## src/rtl/sys_bus_arb_pkg.sv

```systemverilog
// Shared types and defaults for the multi-master system bus controller.
// The optional data-phase timeout is enabled with the SYS_BUS_TIMEOUT_EN macro.
package sys_bus_pkg;

   typedef enum logic [1:0] {
      ST_IDLE = 2'd0,
      ST_ADDR = 2'd1,
      ST_DATA = 2'd2,
      ST_DONE = 2'd3
   } bus_state_e;

   localparam int DEF_NUM_MASTERS = 4;
   localparam int DEF_ADDR_W      = 8;
   localparam int DEF_DATA_W      = 32;
   localparam int DEF_TIMEOUT_CYC = 16;

   // Width of a master index; never narrower than one bit.
   function automatic int idx_w(input int n);
      return (n > 1) ? $clog2(n) : 1;
   endfunction

endpackage

```

## src/rtl/sys_bus_arb_if.sv

```systemverilog
// Master-side request/grant signals and slave-side address/data phase signals.
// ctrl is the controller's view; master and slave are the requester and device views.
interface sys_bus_arb_if #(
   parameter int NUM_MASTERS = 4,
   parameter int ADDR_W      = 8,
   parameter int DATA_W      = 32
) ();

   logic [NUM_MASTERS-1:0]        m_req;
   logic [NUM_MASTERS-1:0]        m_we;
   logic [NUM_MASTERS*ADDR_W-1:0] m_addr;
   logic [NUM_MASTERS*DATA_W-1:0] m_wdata;
   logic [NUM_MASTERS-1:0]        m_gnt;
   logic [NUM_MASTERS-1:0]        m_done;
   logic [DATA_W-1:0]             m_rdata;
   logic                          m_err;

   logic                          s_ale;
   logic [ADDR_W-1:0]             s_addr;
   logic                          s_rd_en;
   logic                          s_wr_en;
   logic [DATA_W-1:0]             s_wdata;
   logic [DATA_W-1:0]             s_rdata;
   logic                          s_ready;

   modport ctrl (
      input  m_req, m_we, m_addr, m_wdata, s_rdata, s_ready,
      output m_gnt, m_done, m_rdata, m_err,
      output s_ale, s_addr, s_rd_en, s_wr_en, s_wdata
   );

   modport master (
      output m_req, m_we, m_addr, m_wdata,
      input  m_gnt, m_done, m_rdata, m_err
   );

   modport slave (
      input  s_ale, s_addr, s_rd_en, s_wr_en, s_wdata,
      output s_rdata, s_ready
   );

endinterface

```

## src/rtl/sys_bus_arb_rr_arbiter.sv

```systemverilog
// Combinational round-robin picker: first requester at or after ptr, wrapping to 0.
module rr_arbiter
   import sys_bus_pkg::*;
#(
   parameter int NUM_MASTERS = DEF_NUM_MASTERS,
   parameter int IDX_W       = idx_w(NUM_MASTERS)
) (
   input  logic [NUM_MASTERS-1:0] req,
   input  logic [IDX_W-1:0]       ptr,
   output logic [NUM_MASTERS-1:0] gnt,
   output logic [IDX_W-1:0]       idx,
   output logic                   valid
);

   localparam logic [IDX_W:0] NM = (IDX_W+1)'(NUM_MASTERS);

   logic [IDX_W:0] cand;

   // Scan from the farthest offset down so the nearest requester is written last.
   always_comb begin
      gnt   = '0;
      idx   = '0;
      valid = 1'b0;
      cand  = '0;
      for (int i = NUM_MASTERS - 1; i >= 0; i--) begin
         cand = {1'b0, ptr} + (IDX_W+1)'(i);
         if (cand >= NM)
            cand = cand - NM;
         if (req[cand[IDX_W-1:0]]) begin
            gnt                   = '0;
            gnt[cand[IDX_W-1:0]]  = 1'b1;
            idx                   = cand[IDX_W-1:0];
            valid                 = 1'b1;
         end
      end
   end

endmodule

```

## src/rtl/sys_bus_arb.sv

```systemverilog
// Round-robin multi-master bus controller running multiplexed address/data bus cycles.
// Define SYS_BUS_TIMEOUT_EN to abort data phases lasting TIMEOUT_CYC cycles with m_err.
module sys_bus_arb
   import sys_bus_pkg::*;
#(
   parameter int NUM_MASTERS = DEF_NUM_MASTERS,
   parameter int ADDR_W      = DEF_ADDR_W,
   parameter int DATA_W      = DEF_DATA_W,
   parameter int TIMEOUT_CYC = DEF_TIMEOUT_CYC
) (
   input  logic          clk,
   input  logic          rst,
   sys_bus_arb_if.ctrl   bus
);

   localparam int IDX_W = idx_w(NUM_MASTERS);

   localparam logic [1:0] IDLE = ST_IDLE;
   localparam logic [1:0] ADDR = ST_ADDR;
   localparam logic [1:0] DATA = ST_DATA;
   localparam logic [1:0] DONE = ST_DONE;

   if (NUM_MASTERS < 2) begin : g_bad_masters
      $error("sys_bus_arb: NUM_MASTERS must be at least 2");
   end
   if (TIMEOUT_CYC < 1) begin : g_bad_timeout
      $error("sys_bus_arb: TIMEOUT_CYC must be at least 1");
   end

   logic [1:0]             state;
   logic [IDX_W-1:0]       ptr;
   logic [IDX_W-1:0]       win_idx;
   logic                   we_q;
   logic [NUM_MASTERS-1:0] arb_gnt;
   logic [IDX_W-1:0]       arb_idx;
   logic                   arb_vld;

`ifdef SYS_BUS_TIMEOUT_EN
   localparam int CNT_W = $clog2(TIMEOUT_CYC + 1);
   logic [CNT_W-1:0] to_cnt;
`else
   assign bus.m_err = 1'b0;
`endif

   rr_arbiter #(.NUM_MASTERS(NUM_MASTERS), .IDX_W(IDX_W)) u_arb (
      .req   (bus.m_req),
      .ptr   (ptr),
      .gnt   (arb_gnt),
      .idx   (arb_idx),
      .valid (arb_vld)
   );

   // A nonzero m_gnt while IDLE marks the arbitration cycle; the next edge opens ADDR.
   always_ff @(posedge clk) begin
      if (!rst) begin
         state       <= IDLE;
         ptr         <= '0;
         win_idx     <= '0;
         we_q        <= 1'b0;
         bus.m_gnt   <= '0;
         bus.m_done  <= '0;
         bus.m_rdata <= '0;
         bus.s_ale   <= 1'b0;
         bus.s_addr  <= '0;
         bus.s_rd_en <= 1'b0;
         bus.s_wr_en <= 1'b0;
         bus.s_wdata <= '0;
`ifdef SYS_BUS_TIMEOUT_EN
         bus.m_err   <= 1'b0;
         to_cnt      <= '0;
`endif
      end else begin
         case (state)
            IDLE: begin
               if (|bus.m_gnt) begin
                  state     <= ADDR;
                  bus.s_ale <= 1'b1;
               end else if (arb_vld) begin
                  bus.m_gnt   <= arb_gnt;
                  win_idx     <= arb_idx;
                  we_q        <= bus.m_we[arb_idx];
                  bus.s_addr  <= bus.m_addr[arb_idx*ADDR_W +: ADDR_W];
                  bus.s_wdata <= bus.m_wdata[arb_idx*DATA_W +: DATA_W];
               end
            end
            ADDR: begin
               state       <= DATA;
               bus.s_ale   <= 1'b0;
               bus.s_rd_en <= !we_q;
               bus.s_wr_en <= we_q;
            end
            DATA: begin
               if (bus.s_ready) begin
                  state       <= DONE;
                  bus.s_rd_en <= 1'b0;
                  bus.s_wr_en <= 1'b0;
                  bus.m_done  <= bus.m_gnt;
                  bus.m_rdata <= we_q ? '0 : bus.s_rdata;
`ifdef SYS_BUS_TIMEOUT_EN
               end else if (to_cnt == CNT_W'(TIMEOUT_CYC - 1)) begin
                  state       <= DONE;
                  bus.s_rd_en <= 1'b0;
                  bus.s_wr_en <= 1'b0;
                  bus.m_done  <= bus.m_gnt;
                  bus.m_rdata <= '0;
                  bus.m_err   <= 1'b1;
               end else begin
                  to_cnt <= to_cnt + 1'b1;
`endif
               end
            end
            DONE: begin
               state       <= IDLE;
               bus.m_done  <= '0;
               bus.m_rdata <= '0;
               bus.m_gnt   <= '0;
               bus.s_addr  <= '0;
               bus.s_wdata <= '0;
               ptr         <= (win_idx == IDX_W'(NUM_MASTERS - 1)) ? '0 : win_idx + 1'b1;
`ifdef SYS_BUS_TIMEOUT_EN
               bus.m_err   <= 1'b0;
               to_cnt      <= '0;
`endif
            end
            default: state <= IDLE;
         endcase
      end
   end

endmodule

```

## src/flat_wrapper.sv

```systemverilog
// flat-port wrapper written by rule: the top's interface ports become plain ports
module sys_bus_arb_flat import sys_bus_pkg::*;
#(
   parameter int NUM_MASTERS = DEF_NUM_MASTERS,
   parameter int ADDR_W      = DEF_ADDR_W,
   parameter int DATA_W      = DEF_DATA_W,
   parameter int TIMEOUT_CYC = DEF_TIMEOUT_CYC
)
  (clk, rst, bus_m_req, bus_m_we, bus_m_addr, bus_m_wdata, bus_s_rdata, bus_s_ready, bus_m_gnt, bus_m_done, bus_m_rdata, bus_m_err, bus_s_ale, bus_s_addr, bus_s_rd_en, bus_s_wr_en, bus_s_wdata);
  sys_bus_arb_if #(.NUM_MASTERS(NUM_MASTERS), .ADDR_W(ADDR_W), .DATA_W(DATA_W)) bus_i ();
  input  logic clk;
  input  logic rst;
  input wire logic [$bits(bus_i.m_req)-1:0] bus_m_req;
  input wire logic [$bits(bus_i.m_we)-1:0] bus_m_we;
  input wire logic [$bits(bus_i.m_addr)-1:0] bus_m_addr;
  input wire logic [$bits(bus_i.m_wdata)-1:0] bus_m_wdata;
  input wire logic [$bits(bus_i.s_rdata)-1:0] bus_s_rdata;
  input wire logic [$bits(bus_i.s_ready)-1:0] bus_s_ready;
  output wire logic [$bits(bus_i.m_gnt)-1:0] bus_m_gnt;
  output wire logic [$bits(bus_i.m_done)-1:0] bus_m_done;
  output wire logic [$bits(bus_i.m_rdata)-1:0] bus_m_rdata;
  output wire logic [$bits(bus_i.m_err)-1:0] bus_m_err;
  output wire logic [$bits(bus_i.s_ale)-1:0] bus_s_ale;
  output wire logic [$bits(bus_i.s_addr)-1:0] bus_s_addr;
  output wire logic [$bits(bus_i.s_rd_en)-1:0] bus_s_rd_en;
  output wire logic [$bits(bus_i.s_wr_en)-1:0] bus_s_wr_en;
  output wire logic [$bits(bus_i.s_wdata)-1:0] bus_s_wdata;
  assign bus_i.m_req = bus_m_req;
  assign bus_i.m_we = bus_m_we;
  assign bus_i.m_addr = bus_m_addr;
  assign bus_i.m_wdata = bus_m_wdata;
  assign bus_i.s_rdata = bus_s_rdata;
  assign bus_i.s_ready = bus_s_ready;
  assign bus_m_gnt = bus_i.m_gnt;
  assign bus_m_done = bus_i.m_done;
  assign bus_m_rdata = bus_i.m_rdata;
  assign bus_m_err = bus_i.m_err;
  assign bus_s_ale = bus_i.s_ale;
  assign bus_s_addr = bus_i.s_addr;
  assign bus_s_rd_en = bus_i.s_rd_en;
  assign bus_s_wr_en = bus_i.s_wr_en;
  assign bus_s_wdata = bus_i.s_wdata;
  sys_bus_arb #(.NUM_MASTERS(NUM_MASTERS), .ADDR_W(ADDR_W), .DATA_W(DATA_W), .TIMEOUT_CYC(TIMEOUT_CYC)) u_core (.clk(clk), .rst(rst), .bus(bus_i));
endmodule
```

## config.mk

```make
export PLATFORM = sky130hd
export DESIGN_NAME = sys_bus_arb_flat
export DESIGN_NICKNAME = d
export VERILOG_FILES = /design/src/rtl/sys_bus_arb_pkg.sv /design/src/rtl/sys_bus_arb_if.sv /design/src/rtl/sys_bus_arb_rr_arbiter.sv /design/src/rtl/sys_bus_arb.sv /design/src/flat_wrapper.sv
export SDC_FILE = /design/constraint.sdc
export NUM_CORES = 1
export LEC_CHECK = 0
export CAP_MARGIN = 20
export CORE_AREA = 8 8 122 124
export CTS_BUF_LIST = sky130_fd_sc_hd__clkbuf_8 sky130_fd_sc_hd__clkbuf_16
export CTS_CLUSTER_DIAMETER = 80
export DETAILED_ROUTE_END_ITERATION = 10
export DIE_AREA = 0 0 130 132
export GPL_ROUTABILITY_DRIVEN = 0
export PLACE_DENSITY = 0.9
export SLEW_MARGIN = 30
export SYNTH_ARGS = -nofsm -noshare
export SYNTH_HDL_FRONTEND = slang
export SYNTH_SLANG_ARGS = --single-unit
```

## constraint.sdc

```tcl
create_clock -name clk -period 4.2 [get_ports clk]
set_clock_uncertainty 0.15 [all_clocks]
set_input_delay 0.42 -clock clk [delete_from_list [all_inputs] [get_ports clk]]
set_output_delay 0.42 -clock clk [all_outputs]
set_load 0.01 [all_outputs]
```

==> reports/metrics.yaml <==
hp-class: "flop to flop"
rsz0062_at_grt: "no"
hold_slack_ns: 0.299
required_ns: 4.25
wl_per_cell_microns: 18.5
async_flop_share_pct: 0
ys_types: 42
pwr-share-seq_pct: 29.9
die_area_sq_mm: 0.0172
fmax_ghz: 0.284
power_frac_clock_pct: 19.6
clk_pin_slew_ns: 0.06
hold_viol: 0
vias: 5002
first_global_vias: 5138
ctsResizeCount: 0
drtAntennaViolNets: 0
path_class: "flop to flop"
ir_drop_uv: 369
crit_path_cell_trace: "inv_1, ha_1, mux4_2, nor2b_4, or3_4, o21ai_4, buf_12, mux2i_1, o221ai_1"
rr_worst_depth: 9
reg2reg_slack_ns: 0.68
cpPeakStageDelay_ns: 0.58
numPortBuffers: 285
synth_cells: 528
fp.coreArea_sq_mm: 0.0130
status: "complete, no violations"
seq_area_sq_mm: 0.00180
dp_hpwl_microns: 14300
postRouteWirelength_microns: 18100
dpl-instance-area_sq_mm: 0.00778
nNetsFinal: 1016
synthToLayoutAreaGrowth_pct: 67.0
avgSynthCellArea_sq_um: 9.18
p_comb_share_pct: 50.5
cts_max_path_buffers: 2
grt_max_degree: 46
setup_slack_ns: 0.680
crit_arrival_ns: 3.57
switching_share_pct: 37.2
post-place-ws_ns: 0.599
grt_overflow_total: 0
period_needed_ns: 3.52
reg2reg_from: "u_core.ptr[0]"
setup_viol: 0
drive_above_1_share_pct: 5.35
critPathSlowestCell: "dfxtp_1"
clock_sinks: 90
clkLatencyLatePin_ns: 0.34
design_area_sq_mm: 0.00810
drc: 0
die_x_microns: 130
cts_setup_buffers: 0
synth_seq_area_share_pct: 37.2
whs_endpoint: "u_core.bus.m_rdata[12]"
worstSetupStartpointType: "flop"
drt_iter0_markers: 298
layoutNonFillerInstCount: 981
cellLeakagePower_nw: 2.99
place_inst: 964
antenna_found_initial: 1
die-height_microns: 132
maxSlewHeadroom_pct: 50.1
fin_crit_sh_pct: 83.8
layout_common_cells: "clkdlybuf4s50_1 (285), dfxtp_1 (90), mux2i_1 (87)"
finalSetupTns_ns: 0
syn_area_sq_mm: 0.00485
pin_count: 287
synth-seq-cells: 90
final_common_cell: "clkdlybuf4s50_1"
r2r-end: "u_core.bus.s_wdata[1]"
dr.pass1.iters: 5
grt_pass1_wl_microns: 27700
cts-buffers-inserted: 9
max_slew.worst_pin.slew_ns: 0.742
root_buffer: "clkbuf_16"
drv_cap: 0
postCtsHoldBufs: 0
multi_input_area_sq_mm: 0.00273
via_per_inst: 5.10
internal_power_mw: 2.75
p_switching_mw: 1.63
whs_path_depth: 2
synthFlopType: "dfxtp_1"
start_util_pct: 37.4
synth_edf_count: 0
endpoint_kind: "flop"
crit_fanout: 31
p_per_area_mw_per_mm2: 540
slew_viol_final: 0
yosysWarnings: 0
rows: 42
htreeDepth: 3
cts_tree: "built"
min_from: "u_core.bus.m_rdata[12]"
syn-num-nets: 745
final.fill_count: 1088
grt_usage_pct: 20.6
per-layer routing:
layer	global-route usage (%)	vias to the layer above	routed length, microns
met5	0	-	0
li1	-	2469	-
met2	35.9	199	9380
met3	5.99	36	1420
met1	21.9	2298	6740
met4	10.3	0	556
synth_stat cells, drive strengths merged, types with 3 or more instances:
cell type  instances  area, sq um
a21o               3         22.5
ha                14          175
nand4              4         25.0
o221ai            41          359
nand2             82          308
inv                7         26.3
mux2i             87          871
nor2              27          101
mux2               3         33.8
o21ai              9         48.8
nand3             37          185
nand2b             8         50.1
a21oi             42          210
a22oi              7         52.6
mux4               4         97.6
clkbuf            27          101
dfxtp             90         1800
buf               14          211
final cells by class:
cell class / count / share of cell area (%)
multi-input combinational: 390 / 33.7
inverter: 7 / 0.324
tap: 176 / 2.72
clock inverter: 7 / 1.17
sequential: 90 / 22.2
timing repair buffer: 301 / 37.0
antenna: 1 / 0.0309
clock buffer: 9 / 2.78
sequential cells by signal (all words and copies together), names as in the netlist:
| name | count |
|---|---|
| u_core.bus.s_wdata | 32 |
| u_core.bus.s_rd_en | 1 |
| u_core.bus.s_ale | 1 |
| u_core.bus.s_wr_en | 1 |
| u_core.ptr | 2 |
| u_core.state | 2 |
| u_core.bus.m_rdata | 32 |
| u_core.we_q | 1 |
| u_core.win_idx | 2 |
| u_core.bus.m_gnt | 4 |
| u_core.bus.m_done | 4 |
| u_core.bus.s_addr | 8 |
through the flow:
step,total power [mW],utilization [%]
after CTS,4.41,62.4
after global routing,4.65,62.4
after floorplan,2.55,-
final,4.37,62.4
after detailed placement,3.53,59.9
after global placement,3.48,59.9
power by group through the flow:
stage	Clock (mW)	Sequential, mW	Combinational (mW)
finish	0.859	1.31	2.21
global route	0.914	1.34	2.39
CTS	0.878	1.31	2.23
detailed placement	0	1.32	2.21
global placement	0	1.31	2.17
floorplan	0	1.42	1.13
kinds of logic (layout without fill, tap and decap cells):
family	after synthesis	in the layout	synth area share [%]
compound gates	110	110	15.6
fa+ha+maj	14	14	3.61
buf+inv	48	324	6.99
flops	90	90	37.2
mux	94	94	20.7
other cells	1	2	0.0773
simple gates	171	171	15.9
worst max-delay path by stage:
stage / slack, ns / end / startpoint
final: 0.68 / u_core.bus.s_wdata[1] / u_core.ptr[0]
after global routing: 0.43 / u_core.bus.s_wdata[1] / u_core.ptr[0]
after CTS: 0.69 / u_core.bus.s_wdata[12] / u_core.ptr[0]
after detailed placement: 0.60 / u_core.bus.s_wdata[12] / bus_m_req[1]
after global placement: 0.67 / u_core.bus.s_addr[0] / bus_m_req[1]
after floorplan: 1.14 / u_core.bus.s_addr[2] / u_core.ptr[0]
critical path, delay by kind of cell, from the launching register on:
kind	cells	cell delay, ns
buffers and inverters	2	0.49
adder cells (fa/ha/maj)	1	0.41
AND/OR/NAND/NOR	2	0.45
AO/OA/AOI/OAI	2	0.60
multiplexers	2	0.67
flip-flops	1	0.58
Note: power is estimated with default switching activity, not from simulation.
==> patch 1: new RTL, config.mk and constraints unchanged <==
Build with the macro `SYS_BUS_TIMEOUT_EN` defined.
--- a/src/rtl/sys_bus_arb.sv
+++ b/src/rtl/sys_bus_arb.sv
@@ -1,5 +1,7 @@
 // Round-robin multi-master bus controller running multiplexed address/data bus cycles.
 // Define SYS_BUS_TIMEOUT_EN to abort data phases lasting TIMEOUT_CYC cycles with m_err.
+`define SYS_BUS_TIMEOUT_EN
+
 module sys_bus_arb
    import sys_bus_pkg::*;
 #(
Formal check against the unedited RTL: same outputs for any inputs over 4 cycles, from zero or initial values and one cycle with rst low; that may be too few to reach the edited logic, so the function may still have changed.
==> patch 1 against the unedited design <==
Sequential cell count is 6 higher. Cell count is 1.1% higher. Routed wire length is 8.8% higher. Utilization is 2.0 points higher. Synthesized area is 6.4% higher. Design area is 3.2% higher. Worst setup slack worse by 0.0043 ns. First-iteration DRC count is 3.0% higher. Highest routed layer unchanged. Critical path depth stayed put. Non-clock buffer count is 4 lower. Power is 8.0% lower. Critical endpoint is now u_core.we_q.
==> patch 1: results <==
yosys:
  yosys-top-cells-count: "sky130_fd_sc_hd__dfxtp_1 (96), sky130_fd_sc_hd__nand2_1 (89), sky130_fd_sc_hd__mux2i_1 (87), sky130_fd_sc_hd__a21boi_0 (43), sky130_fd_sc_hd__o221ai_1 (41)"
  synth_seq_area_share_pct: 37.2
  ys_types: 43
  synth.area.top_cells: "sky130_fd_sc_hd__dfxtp_1 (37%), sky130_fd_sc_hd__mux2i_1 (17%), sky130_fd_sc_hd__o221ai_1 (7.0%)"
  yosys_warnings: 0
  mappedNetlistNets: 766
global_route:
  groute.layer.met1.usage_pct: 24.2
  groute.layer.met3.usage_pct: 10.4
  global_route.overflow_total: 0
  grt_pass1_vias: 5401
  antenna_found_initial: 0
  grtUsageMet2_pct: 36.4
  grt_first_pass_wirelength_um: 30400
  grtUsageTotal_pct: 22.7
  pin_count_of_the_biggest_net_entering_global_routing: 52
pwr:
  worst_vdd_ir_mv: 0.321
  swShare_pct: 37.6
  cellLeakagePower_nw: 3.01
layout:
  share_of_post_route_cells_with_drive_strength_above_1_pct: 4.66
  antenna_cells: 0
  num-fill-cells: 1030
  fin_nets: 1030
detailed_routing:
  dr.first_iter.drc_count: 307
  routedWlPerCell_um: 19.9
  dr_wl_met3_um: 2490
  detail_route.first_pass.iterations: 4
  detail_route.wirelength.met1_um: 7380
  via_count: 5286
  met2_wire_len_um: 8920
setup_path:
  reg2reg_slack_ns: 0.68
  crit_end: "u_core.we_q"
  top_delay_family_on_crit_path: "compound AO/OA/AOI/OAI gates"
  cp.arrival_ns: 3.58
  rr_startpoint: "u_core.ptr[0]"
  reg2regPathDepth: 9
  critPathMaxStageDelay_ns: 0.69
  critical_path_peak_fanout: 15
run_status:
  run_status: "complete, no violations"
cts:
  ctsRootBufferMaster: "sky130_fd_sc_hd__clkbuf_16"
  cts.reportedPaths.clkPinSlew_ns: 0.07
  clk-insertion-delay-late_ns: 0.34
  cts-buffers-inserted: 9
  cts-htree-levels: 3
  post_cts_resize_count: 0
  cts_post_setup_buffers_inserted: 0
  clock_tree.buffer_depth: 2
sta:
  tightest_slew_ns: 0.876
worst_hold_path:
  tightest_hold_check_type: "reg -> reg"
  min_from: "u_core.bus.m_rdata[30]"
placed_design:
  portBuffers: 286
  place_hpwl_um: 15300
-- patch 1: power groups by stage --
stage / clock (mW) / combinational (mW) / sequential (mW)
6_report: 0.813 / 1.96 / 1.25
5_1_grt: 0.870 / 2.14 / 1.27
4_1_cts: 0.830 / 1.97 / 1.25
3_5_place_dp: 0 / 1.96 / 1.26
3_3_place_gp: 0 / 1.92 / 1.26
2_1_floorplan: 0 / 1.11 / 1.32
-- patch 1: worst min path at each step --
stage	endpoint	slack, ns
detailed placement	u_core.bus.s_wdata[18]	0.30
global route	u_core.bus.s_wdata[15]	0.33
global placement	u_core.bus.s_wdata[19]	0.29
CTS	u_core.bus.m_rdata[23]	0.31
floorplan	u_core.to_cnt[3]	0.31
finish	u_core.bus.m_rdata[30]	0.31
-- patch 1: cell type report --
| type | instances | area share (%) |
|---|---|---|
| sequential | 96 | 23.0 |
| clock buffer | 10 | 2.86 |
| timing repair buffer | 297 | 35.5 |
| multi-input combinational | 402 | 35.1 |
| clock inverter | 5 | 0.599 |
| tap | 176 | 2.63 |
| inverter | 6 | 0.269 |
-- patch 1: through the flow --
step,total power [mW],cell area (um2),setup WS (ns),std cells,utilization [%]
CTS,4.05,8350,0.503,992,64.4
global route,4.28,8360,0.367,992,64.4
floorplan,2.43,5160,1.54,548,-
finish,4.02,8360,0.676,992,64.4
global placement,3.17,8070,0.748,977,62.1
detailed placement,3.22,8070,0.550,977,62.1
-- patch 1: logic make-up after synthesis --
logic type / after synthesis / synth area share [%]
AOI/OAI and AO/OA: 118 / 17.7
xor gates and xnor gates: 1 / 0.170
adders and majority gates: 15 / 3.64
buffers and inverters: 50 / 6.38
DFF: 96 / 37.2
muxes: 93 / 19.1
and+or+nand+nor: 175 / 15.9
==> patch 2: new RTL, config.mk and constraints unchanged <==
Without the edit above. Make the reset (`rst`) asynchronous in one clocked block.
--- a/src/rtl/sys_bus_arb.sv
+++ b/src/rtl/sys_bus_arb.sv
@@ -51,7 +51,7 @@
    );
 
    // A nonzero m_gnt while IDLE marks the arbitration cycle; the next edge opens ADDR.
-   always_ff @(posedge clk) begin
+   always_ff @(posedge clk or negedge rst) begin
       if (!rst) begin
          state       <= IDLE;
          ptr         <= '0;
Behaviour: differs if rst is asserted again (counterexample within 4 cycles, from zero or initial values and one cycle with rst low); with rst held inactive, the same outputs for 10 cycles.
==> patch 2 against the unedited design <==
Sequential cell count unchanged. Global-route usage increased by 11 points. Routed wire length grew 56%. Power increased by 81%. Maximum frequency increased by 10%. Design area increased by 27%. Sequential share of layout area decreased by 0.38 points. Largest power group unchanged. Synthesized area grew 48%. Critical endpoint is now u_core.bus.s_wdata[30]. Worst setup slack better by 0.33 ns.
==> patch 2: results <==
global_route:
  grt_pass1_vias: 8499
  groute.layer.met3.usage_pct: 8.90
  grtUsageTotal_pct: 31.9
  groute.layer.met1.usage_pct: 36.2
  grt_first_pass_wirelength_um: 44100
  pin_count_of_the_biggest_net_entering_global_routing: 108
  grtUsageMet2_pct: 53.3
cts:
  post_cts_resize_count: 0
  cts-htree-levels: 3
  cts-buffers-inserted: 9
  clk-insertion-delay-late_ns: 0.35
  clock_tree.buffer_depth: 2
  ctsRootBufferMaster: "sky130_fd_sc_hd__clkbuf_16"
  cts_post_setup_buffers_inserted: 0
  cts.reportedPaths.clkPinSlew_ns: 0.07
yosys:
  ys_types: 40
  mappedNetlistNets: 1191
  yosys-top-cells-count: "sky130_fd_sc_hd__nand2_1 (325), sky130_fd_sc_hd__dfrtp_1 (90), sky130_fd_sc_hd__nand3_1 (84), sky130_fd_sc_hd__clkbuf_1 (64), sky130_fd_sc_hd__o21ai_0 (46)"
  synthArstFlopShare_pct: 100
  synth.area.top_cells: "sky130_fd_sc_hd__dfrtp_1 (31%), sky130_fd_sc_hd__nand2_1 (17%), sky130_fd_sc_hd__nand3_1 (5.9%)"
  synthesis.area_per_instance_um2: 7.36
  synth_seq_area_share_pct: 31.4
detailed_routing:
  dr.first_iter.drc_count: 902
  routedWlPerCell_um: 20.7
  avgViaCountPerCell: 6.39
  detail_route.first_pass.iterations: 7
  detail_route.wirelength_um: 28200
placed_design:
  portBuffers: 285
  place_hpwl_um: 19800
  place_worst_setup_slack_ns: 0.794
  numPlacedInstances: 1350
sta:
  setup_slack_ns: 1.01
  slew_headroom_pct: 36.9
setup_path:
  reg2regPathDepth: 8
  critical_path_peak_fanout: 30
  criticalPathCategory: "reg -> reg"
  worst_path_max_delay_cell: "sky130_fd_sc_hd__mux4_2"
  worst_reg2reg_path_endpoint: "u_core.bus.s_wdata[30]"
  worst_setup_path_startpoint: "u_core.ptr[1]"
  critPathMaxStageDelay_ns: 0.60
  cp.arrival_ns: 3.28
  top_delay_family_on_crit_path: "simple AND/OR/NAND/NOR gates"
pwr:
  worst_vdd_ir_mv: 0.526
  swShare_pct: 48.6
  cellLeakagePower_nw: 4.27
layout:
  reg.largest.list: "u_core.bus.m_rdata: 32 flops, u_core.bus.s_wdata: 32 flops, u_core.bus.s_addr: 8 flops"
  num-fill-cells: 940
  share_of_post_route_cells_with_drive_strength_above_1_pct: 4.87
  fin_nets: 1402
run_status:
  run_status: "complete, no violations"
worst_hold_path:
  tightest_hold_check_type: "in -> async"
==> patch 2: area by class of cell <==
class / count / area share (%)
repair buffers: 306 / 29.7
multi-input cells: 771 / 43.3
inverters: 7 / 0.267
clock inverters: 7 / 0.497
clock buffers: 9 / 2.18
flip-flops and latches: 90 / 21.9
diodes: 1 / 0.0243
well taps: 176 / 2.13
==> patch 2: power by group through the flow <==
stage / Combinational (mW) / Sequential [mW] / Clock [mW]
floorplan: 3.49 / 1.65 / 0
global placement: 5.31 / 1.55 / 0
detailed placement: 5.46 / 1.57 / 0
CTS: 5.49 / 1.56 / 0.788
global route: 6.01 / 1.61 / 0.823
finish: 5.55 / 1.56 / 0.790
==> patch 2: kinds of logic after synthesis <==
kind of cell,after synthesis,share of synthesized area [%]
simple gates,511,31.5
fa+ha+maj,14,2.44
other cells,1,0.0523
mux,9,1.97
buf+inv,113,7.47
compound gates,236,25.2
flops,90,31.4
==> patch 2: worst min path at each step <==
stage                                 startpoint                endpoint  slack [ns]  cells after the start
after detailed placement   u_core.bus.m_rdata[1]   u_core.bus.m_rdata[1]        0.32                      2
final                                        rst        u_core.bus.s_ale        0.04                      1
after floorplan                              rst    u_core.bus.m_done[0]       -0.03                      0
after CTS                                    rst   u_core.bus.s_wdata[8]        0.06                      1
after global routing                         rst      u_core.bus.s_wr_en        0.11                      1
after global placement    u_core.bus.m_rdata[17]  u_core.bus.m_rdata[17]        0.31                      2
==> patch 2: through the flow <==
step	cell area [um2]	hold slack, ns
3_5_place_dp	10000	0.321
4_1_cts	10300	0.0610
5_1_grt	10300	0.108
2_1_floorplan	7170	-0.0256
3_3_place_gp	10000	0.312
6_report	10300	0.0350
==> patch 2: routing by layer <==
metal  vias up  part of all wire (%)
met5         -                     0
met4         0                   4.9
met3       102                    11
met2       573                    47
met1      4108                    36
li1       3957                     -
